$ cat src/rtl/uart_pkg.sv
`default_nettype none
// =============================================================================
// Module   : uart_pkg
// Brief    : Shared UART constants and receive-state encoding (RX and TX paths)
// Revision : 1.0 - initial release
// =============================================================================
package uart_pkg;

    localparam int BAUD_CLKS = 260;
    localparam int DATA_BITS = 8;

    typedef enum logic [2:0] {
        IDLE    = 3'd0,
        START   = 3'd1,
        DATA    = 3'd2,
        STOP    = 3'd3,
        WAIT_HI = 3'd4
    } uart_rx_state_t;

endpackage
`default_nettype wire

$ cat src/rtl/uart_sync.sv
`default_nettype none
// =============================================================================
// Module   : uart_sync
// Brief    : Flop-chain synchronizer for an asynchronous line; resets to idle (1)
// Revision : 1.0 - initial release
// =============================================================================
module uart_sync #(
    parameter int SYNC_STAGES = 2
) (
    input  logic clk,
    input  logic rst,
    input  logic i_async,
    output logic o_sync
);

    logic [SYNC_STAGES-1:0] r_chain;

    always_ff @(posedge clk) begin
        if (rst) begin
            r_chain <= '1;
        end else begin
            r_chain <= {r_chain[SYNC_STAGES-2:0], i_async};
        end
    end

    assign o_sync = r_chain[SYNC_STAGES-1];

endmodule
`default_nettype wire

$ cat src/rtl/uart_receiver.sv
`default_nettype none
// =============================================================================
// Module   : uart_receiver
// Brief    : 8N1 UART receiver with one-entry valid/ready holding register,
//            framing-error and overrun pulses. Optional RTS via UART_RX_RTS_EN.
// Revision : 1.0 - initial release
// =============================================================================
module uart_receiver
    import uart_pkg::*;
#(
    parameter int CLKS_PER_BIT = BAUD_CLKS,
    parameter int SYNC_STAGES  = 2
) (
    input  logic                 clk,
    input  logic                 rst,
    input  logic                 pin_rx,
`ifdef UART_RX_RTS_EN
    output logic                 pin_rts,
`endif
    output logic [DATA_BITS-1:0] rx_data,
    output logic                 rx_valid,
    input  logic                 rx_ready,
    output logic                 frame_err,
    output logic                 overrun
);

    localparam int c_CNT_W = $clog2(CLKS_PER_BIT);
    localparam int c_IDX_W = $clog2(DATA_BITS);
    localparam logic [c_CNT_W-1:0] c_HALF     = c_CNT_W'(CLKS_PER_BIT / 2);
    localparam logic [c_CNT_W-1:0] c_LAST     = c_CNT_W'(CLKS_PER_BIT - 1);
    localparam logic [c_IDX_W-1:0] c_IDX_LAST = c_IDX_W'(DATA_BITS - 1);

    logic                 w_rxs;
    uart_rx_state_t       r_state;
    logic [c_CNT_W-1:0]   r_cnt;
    logic [c_IDX_W-1:0]   r_idx;
    logic [DATA_BITS-1:0] r_shift;
    logic [DATA_BITS-1:0] r_rx_data;
    logic                 r_rx_valid;
    logic                 r_frame_err;
    logic                 r_overrun;

    uart_sync #(
        .SYNC_STAGES (SYNC_STAGES)
    ) u_sync (
        .clk     (clk),
        .rst     (rst),
        .i_async (pin_rx),
        .o_sync  (w_rxs)
    );

    always_ff @(posedge clk) begin
        if (rst) begin
            r_state     <= IDLE;
            r_cnt       <= '0;
            r_idx       <= '0;
            r_shift     <= '0;
            r_rx_data   <= '0;
            r_rx_valid  <= 1'b0;
            r_frame_err <= 1'b0;
            r_overrun   <= 1'b0;
        end else begin
            r_frame_err <= 1'b0;
            r_overrun   <= 1'b0;
            if (r_rx_valid && rx_ready) begin
                r_rx_valid <= 1'b0;
            end

            case (r_state)
                IDLE: begin
                    r_cnt <= '0;
                    if (!w_rxs) begin
                        r_state <= START;
                    end
                end
                START: begin
                    // Mid-start-bit check rejects glitches shorter than half a bit
                    if (r_cnt == c_HALF) begin
                        r_cnt   <= '0;
                        r_idx   <= '0;
                        r_state <= w_rxs ? IDLE : DATA;
                    end else begin
                        r_cnt <= r_cnt + 1'b1;
                    end
                end
                DATA: begin
                    if (r_cnt == c_LAST) begin
                        r_cnt   <= '0;
                        r_shift <= {w_rxs, r_shift[DATA_BITS-1:1]};
                        if (r_idx == c_IDX_LAST) begin
                            r_state <= STOP;
                        end else begin
                            r_idx <= r_idx + 1'b1;
                        end
                    end else begin
                        r_cnt <= r_cnt + 1'b1;
                    end
                end
                STOP: begin
                    if (r_cnt == c_LAST) begin
                        r_cnt <= '0;
                        if (w_rxs) begin
                            r_state <= IDLE;
                            // A slot is free if empty or being drained this cycle
                            if (!r_rx_valid || rx_ready) begin
                                r_rx_data  <= r_shift;
                                r_rx_valid <= 1'b1;
                            end else begin
                                r_overrun <= 1'b1;
                            end
                        end else begin
                            r_frame_err <= 1'b1;
                            r_state     <= WAIT_HI;
                        end
                    end else begin
                        r_cnt <= r_cnt + 1'b1;
                    end
                end
                WAIT_HI: begin
                    r_cnt <= '0;
                    if (w_rxs) begin
                        r_state <= IDLE;
                    end
                end
                default: begin
                    r_cnt   <= '0;
                    r_state <= IDLE;
                end
            endcase
        end
    end

    assign rx_data   = r_rx_data;
    assign rx_valid  = r_rx_valid;
    assign frame_err = r_frame_err;
    assign overrun   = r_overrun;

`ifdef UART_RX_RTS_EN
    logic r_rts;

    always_ff @(posedge clk) begin
        if (rst) begin
            r_rts <= 1'b0;
        end else begin
            r_rts <= r_rx_valid && !rx_ready;
        end
    end

    assign pin_rts = r_rts;
`endif

endmodule
`default_nettype wire

$ cat config.mk
export PLATFORM = sky130hd
export DESIGN_NAME = uart_receiver
export DESIGN_NICKNAME = d
export VERILOG_FILES = /design/src/rtl/uart_pkg.sv /design/src/rtl/uart_sync.sv /design/src/rtl/uart_receiver.sv
export SDC_FILE = /design/constraint.sdc
export NUM_CORES = 1
export LEC_CHECK = 0
export ABC_AREA = 1
export BUFFER_PORTS_ARGS = -buffer_cell sky130_fd_sc_hd__buf_2
export CORE_MARGIN = 2
export CORE_UTILIZATION = 56
export CTS_BUF_LIST = sky130_fd_sc_hd__clkbuf_2
export DETAILED_ROUTE_END_ITERATION = 10
export GPL_ROUTABILITY_DRIVEN = 0
export PLACE_DENSITY = 0.73
export SETUP_SLACK_MARGIN = 0.4
export SYNTH_ARGS = -nofsm -noshare
export SYNTH_HDL_FRONTEND = slang
export SYNTH_SLANG_ARGS = --single-unit
$ cat constraint.sdc
create_clock -name clk -period 3 [get_ports clk]
set_input_delay 0 -clock clk [delete_from_list [all_inputs] [get_ports clk]]
set_output_delay 0 -clock clk [all_outputs]
set_load 0.02 [all_outputs]
==> results of run 1 <==
## worst paths after layout
path	depth (start not counted)	from	to	slack, ns
worst min-delay path	3	rst	frame_err$_SDFF_PP0_	0.42
worst max-delay path	8	r_cnt[0]$_SDFF_PP0_	rx_valid$_SDFF_PP0_	1.10
worst min register to register	1	u_sync.r_chain[0]$_SDFF_PP1_	u_sync.r_chain[1]$_SDFF_PP1_	0.43
worst max register to register	8	r_cnt[0]$_SDFF_PP0_	rx_valid$_SDFF_PP0_	1.10
## critical path, delay by kind of cell (launching register included)
family	cells	cell delay [ns]
buffers and inverters	2	0.65
and+or+nand+nor	4	0.39
AOI/OAI and AO/OA	1	0.16
adders and majority gates	1	0.25
DFF	1	0.41
## per-stage QoR
stage / power (mW) / instance area (um^2) / util / setup slack, ns
after floorplan: 0.892 / 1650 / - / 1.58
after global placement: 0.955 / 1740 / 0.627 / 1.37
after detailed placement: 0.962 / 1740 / 0.627 / 1.34
after CTS: 1.26 / 1860 / 0.667 / 1.15
after global routing: 1.35 / 1860 / 0.667 / 0.953
final: 1.25 / 1860 / 0.667 / 1.10
## registers in the layout, indices dropped and copies added, names as in the netlist
name            cells
r_idx               3
r_shift             8
overrun             1
r_cnt               9
frame_err           1
r_state             3
rx_data             8
rx_valid            1
u_sync.r_chain      2
## final cells by class
cell class	count	area [um^2]
fill	256	926
multi-input combinational	156	805
sequential	36	721
timing repair buffer	19	120
inverter	29	109
tap	31	38.8
clock inverter	3	37.5
clock buffer	5	25.0
## cell usage in the layout (no fill, tap or decap), drive strengths merged
master / Yosys / layout
dlygate4sd3: 0 / 5
a21oi: 4 / 4
inv: 29 / 29
o21bai: 1 / 1
nand4: 3 / 3
clkinv: 0 / 2
ha: 4 / 4
xnor2: 2 / 2
xor2: 4 / 4
o21ai: 13 / 13
or2: 2 / 2
bufinv: 0 / 1
nand3: 10 / 10
nor2: 64 / 64
nand2: 45 / 45
clkbuf: 1 / 5
nor3: 4 / 4
dfxtp: 36 / 36
buf: 2 / 14
## per-layer routing
layer | track usage | wire (um) | vias to the layer above
met3 | 0.0703 | 116 | 7
li1 | - | - | 732
met1 | 0.265 | 1450 | 596
met5 | 0 | 0 | -
met2 | 0.311 | 1280 | 24
met4 | 0.0731 | 41 | 0
## power by group through the flow
stage | logic, mW | registers, mW | clock network, mW
2_1_floorplan | 0.338 | 0.555 | 0
3_3_place_gp | 0.394 | 0.561 | 0
3_5_place_dp | 0.398 | 0.564 | 0
4_1_cts | 0.406 | 0.553 | 0.302
5_1_grt | 0.465 | 0.559 | 0.323
6_report | 0.402 | 0.554 | 0.294
## repair_timing
item | in CTS | in global routing
endpoints found under the setup margin | 0 | 0
hold buffers | 5 | 0
endpoints found under the hold margin | 5 | 0
## logic make-up (layout without fill, tap and decap cells)
family,count (synthesis),after routing,share of synthesized area
and+or+nand+nor,128,128,0.366
DFF,36,36,0.436
buffers and inverters,32,56,0.0779
AOI/OAI and AO/OA,18,18,0.0582
xor gates and xnor gates,6,6,0.0318
adders and majority gates,4,4,0.0303
==> impl_metrics.tcl, run 1 <==
set metrics [dict create \
    die_h_um 58.4 \
    dieArea_um2 3400 \
    io_pins 15 \
    cts_tree "done" \
    outcome "complete, no violations" \
    min_period_ns 1.90 \
    synth-seq-cells 36 \
    numCtsBuffers 5 \
    fmax_ghz 0.527 \
    finalNonFillerCells 279 \
    drv_cap 0 \
    swShare 0.358 \
    drt_pass1_iterations 5 \
    fin_crit_sh 0.632 \
    crit_required_ns 3.34 \
    yosysUniqueCellTypes 27 \
    worstPathArrival_ns 2.24 \
    cts_buffer_depth 2 \
    synth_area_leaders "dfxtp_1, nor2_1, nand2_1" \
    yosysTopAreaCell "dfxtp_1" \
    dp.cells 266 \
    synth_edf_count 0 \
    worst_pin_slew_ns 0.588 \
    synth-main-ff-cell "dfxtp_1" \
    wl_per_cell_um 10.4 \
    path_clk_slew_ns 0.18 \
    hold_class "in -> reg" \
    dp_hpwl_mm 2.10 \
    post_cts_buffers 0 \
    drc 0 \
    drt_iter0_drc 43 \
    cts_sinks 36 \
    start_util 0.595 \
    wl_mm 2.90 \
    grt_start_max_net_pins 23 \
    fin_skew_ns 0.0129 \
    antenna_found_initial 0 \
    max_slew_margin 0.608 \
    h-tree-depth 2 \
    num_rows 19 \
    crit_type "reg -> reg" \
    path_cells "ha_1 > nand2_1 > inv_1 > nand2_2 > nor2_8 > nand3_1 > a21oi_1 > dlygate4sd3_1" \
    clk_latency_ns 0.38 \
    slowest_stage "dlygate4sd3_1" \
    yosys-top-cells-count "nor2_1, nand2_1, dfxtp_1, inv_1, o21ai_0" \
    power_density_nw_per_um2 674 \
    switchingPower_uw 448 \
    n_antenna_cell 0 \
    irDropWorstVdd_mv 0.702 \
    hold_violations 0 \
    netlist.area_leader.share 0.436 \
    drv_slew 0 \
    grt_use_total 0.203 \
    power_leakage_nw 0.922 \
    p_int_uw 802 \
    routed_via_density 4.87 \
    ys_warn_count 0 \
    finalSetupViolCount 0 \
    vias 1359 \
    die_w_um 58.4 \
    p_comb_frac 0.322 \
    syn_area_um2 1650 \
    path_max_fanout 4 \
    critPathLaunchType "register" \
    post_cts_resized 0 \
    antenna_left 0 \
    grt_pass1_vias 1278 \
    rsz0062_at_grt "no" \
    root_buffer "clkbuf_2" \
    drive_gt1_frac 0.169 \
    area_growth_pct 12.2 \
    layout.nets 255 \
    cpPeakStageDelay_ns 0.57 \
    yosysMostFrequentCell "nor2_1" \
    clkPwrFrac 0.235 \
    hold-worst-slack_ns 0.418 \
    syn_area_per_cell_um2 7.38 \
    yosysSeqAreaShare 0.436 \
    fin_tns_setup_ns 0 \
    syn-num-nets 232 \
    worstSetupEndpointType "register" \
    core_um2 2780 \
    netlist_instances 224 \
    ys_async_sr_fraction 0 \
    grt_remaining_overflow 0 \
    p_seq_frac 0.443 \
    port_buffers 14 \
    grt_pass1_wl_mm 5.36 \
]
Power figures use the tool's default switching activity.
==> run 2: changes to the inputs <==
Settings changed: CORE_UTILIZATION 56 to 55, PLACE_DENSITY 0.73 to 0.75.
Clock period 3 ns to 1.7 ns, I/O delays scaled along.
==> impl_metrics.tcl, run 2 (synthesized netlist as in run 1, its figures left out) <==
set metrics [dict create \
    outcome "complete, no violations" \
    min_path_cells 4 \
    drv_slew 0 \
    worst_pin_slew_ns 0.717 \
    largest_reg_flops 9 \
    total_power_mw 2.41 \
    p_seq_frac 0.407 \
    hold_violations 0 \
    wl_mm 3.90 \
    crit_required_ns 2.05 \
    power_density_nw_per_um2 1100 \
    crit_type "reg -> reg" \
    antenna_found_initial 0 \
    n_antenna_cell 0 \
    grt_pass1_wl_mm 5.89 \
    drv_cap 0 \
    root_buffer "clkbuf_2" \
    die_w_um 58.8 \
    cts_buffer_depth 2 \
    hold_class "in -> reg" \
    swShare 0.428 \
    path_clk_slew_ns 0.20 \
    drc 0 \
    crit_start "r_cnt[1]$_SDFF_PP0_" \
    final_common_cell "nor2_1" \
    regMostFlops "r_cnt" \
    dieArea_um2 3460 \
    drt_iter0_drc 67 \
    final_cell_mix "nor2_1, dfxtp_1, nand2_1" \
    core_um2 2810 \
    cts_sinks 36 \
    rsz0062_at_grt "yes" \
    clkPwrFrac 0.173 \
    nFillCells 197 \
    switchingPower_mw 1.03 \
    path_max_fanout 7 \
    drive_gt1_frac 0.367 \
    min_period_ns 1.58 \
    reg2reg_to "r_shift[3]$_SDFFE_PP0P_" \
    fin_skew_ns 0.00762 \
    grt_use_total 0.227 \
    finalSetupViolCount 0 \
    drt_pass1_iterations 4 \
    power_leakage_nw 1.00 \
    grt_remaining_overflow 0 \
    port_buffers 14 \
    max_slew_margin 0.519 \
    antenna_left 0 \
    clk_latency_ns 0.40 \
    io_pins 15 \
    die_h_um 58.8 \
    vias 1534 \
    fmax_ghz 0.631 \
    cts_tree "done" \
    reg2reg_slack_ns 0.12 \
    min_to "overrun$_SDFF_PP0_" \
    setup_ws_ns 0.115 \
    h-tree-depth 2 \
    wl_per_cell_um 13.2 \
    num_rows 19 \
    place_ws_ns 0.206 \
    fin_crit_sh 0.932 \
    reg2reg_from "r_cnt[1]$_SDFF_PP0_" \
    worstPathArrival_ns 1.93 \
    dp_hpwl_mm 2.08 \
    p_int_mw 1.38 \
    fin_tns_setup_ns 0 \
    r2r_cells 8 \
    start_util 0.590 \
    critPathLaunchType "register" \
    worstSetupEndpointType "register" \
    area_growth_pct 32.6 \
    grt_pass1_vias 1363 \
    routed_via_density 5.20 \
    grt_start_max_net_pins 23 \
    numCtsBuffers 5 \
    irDropWorstVdd_mv 0.707 \
    p_comb_frac 0.420 \
    layout.nets 271 \
    min_from "rx_ready" \
]
run 2: cell count changes in the layout (fill, tap and decap cells not counted), sizes merged:
cell and change:
buf +16, dlygate4sd3 -2, o21ai +1, inv +1, bufinv -1, nand4 +1
run 2: layout make-up:
class | instances | area, um^2 | area share
Sequential cell | 36 | 729 | 0.333
Timing Repair Buffer | 33 | 251 | 0.115
Inverter | 29 | 109 | 0.0496
Clock inverter | 3 | 17.5 | 0.00799
Multi-Input combinational cell | 158 | 1020 | 0.466
Clock buffer | 5 | 25.0 | 0.0114
Tap cell | 31 | 38.8 | 0.0177
run 2: worst max-delay path by stage:
stage | to | slack, ns | depth (start not counted)
after floorplan | r_cnt[6]$_SDFF_PP0_ | 0.36 | 8
after global placement | r_cnt[6]$_SDFF_PP0_ | 0.25 | 8
after detailed placement | r_cnt[5]$_SDFF_PP0_ | 0.21 | 8
after CTS | r_state[0]$_SDFFE_PP0P_ | 0.22 | 11
after global routing | r_shift[3]$_SDFFE_PP0P_ | 0.04 | 8
final | r_shift[3]$_SDFFE_PP0P_ | 0.12 | 8
run 2: timing repair:
item / 4_1_cts / 5_1_grt
setup buffers: 8 / 8
endpoints found under the setup margin: 31 / 34
pin swaps: 15 / 14
cloned: 2 / 0
hold buffers: 3 / 0
gates resized for setup: 12 / 38
hold endpoints to repair: 5 / 0
run 2: power by group through the flow:
stage               clock (mW)  combinational, mW  sequential [mW]
CTS                      0.421              0.873            0.978
detailed placement           0              0.757            0.995
global placement             0              0.748            0.994
floorplan                    0              0.655            0.981
finish                   0.418               1.01            0.981
global route             0.464               1.13            0.990
run 2: layer usage:
metal	share of wire	track usage	up-vias	wire length (um)
li1	-	-	772	-
met1	0.43	0.274	724	1680
met2	0.52	0.379	30	2020
met3	0.033	0.0703	8	128
met4	0.017	0.0812	0	66
met5	0	0	-	0
run 2: through the flow:
stage	hold slack (ns)	utilization	area [um^2]	std cells
4_1_cts	0.000751	0.718	2010	287
5_1_grt	0.0412	0.782	2190	295
3_5_place_dp	0.191	0.639	1790	266
2_1_floorplan	0.0691	-	1700	224
3_3_place_gp	0.196	0.639	1790	266
6_report	0.0383	0.782	2190	295
run 2: worst max-delay path: stages (launching register included):
cell and delay (ns):
dfxtp_4 0.41, ha_4 0.14, nand2_2 0.05, inv_2 0.08, nand4_1 0.19, nor2_4 0.29
buf_4 0.15, o21ai_0 0.07, nor2_1 0.14
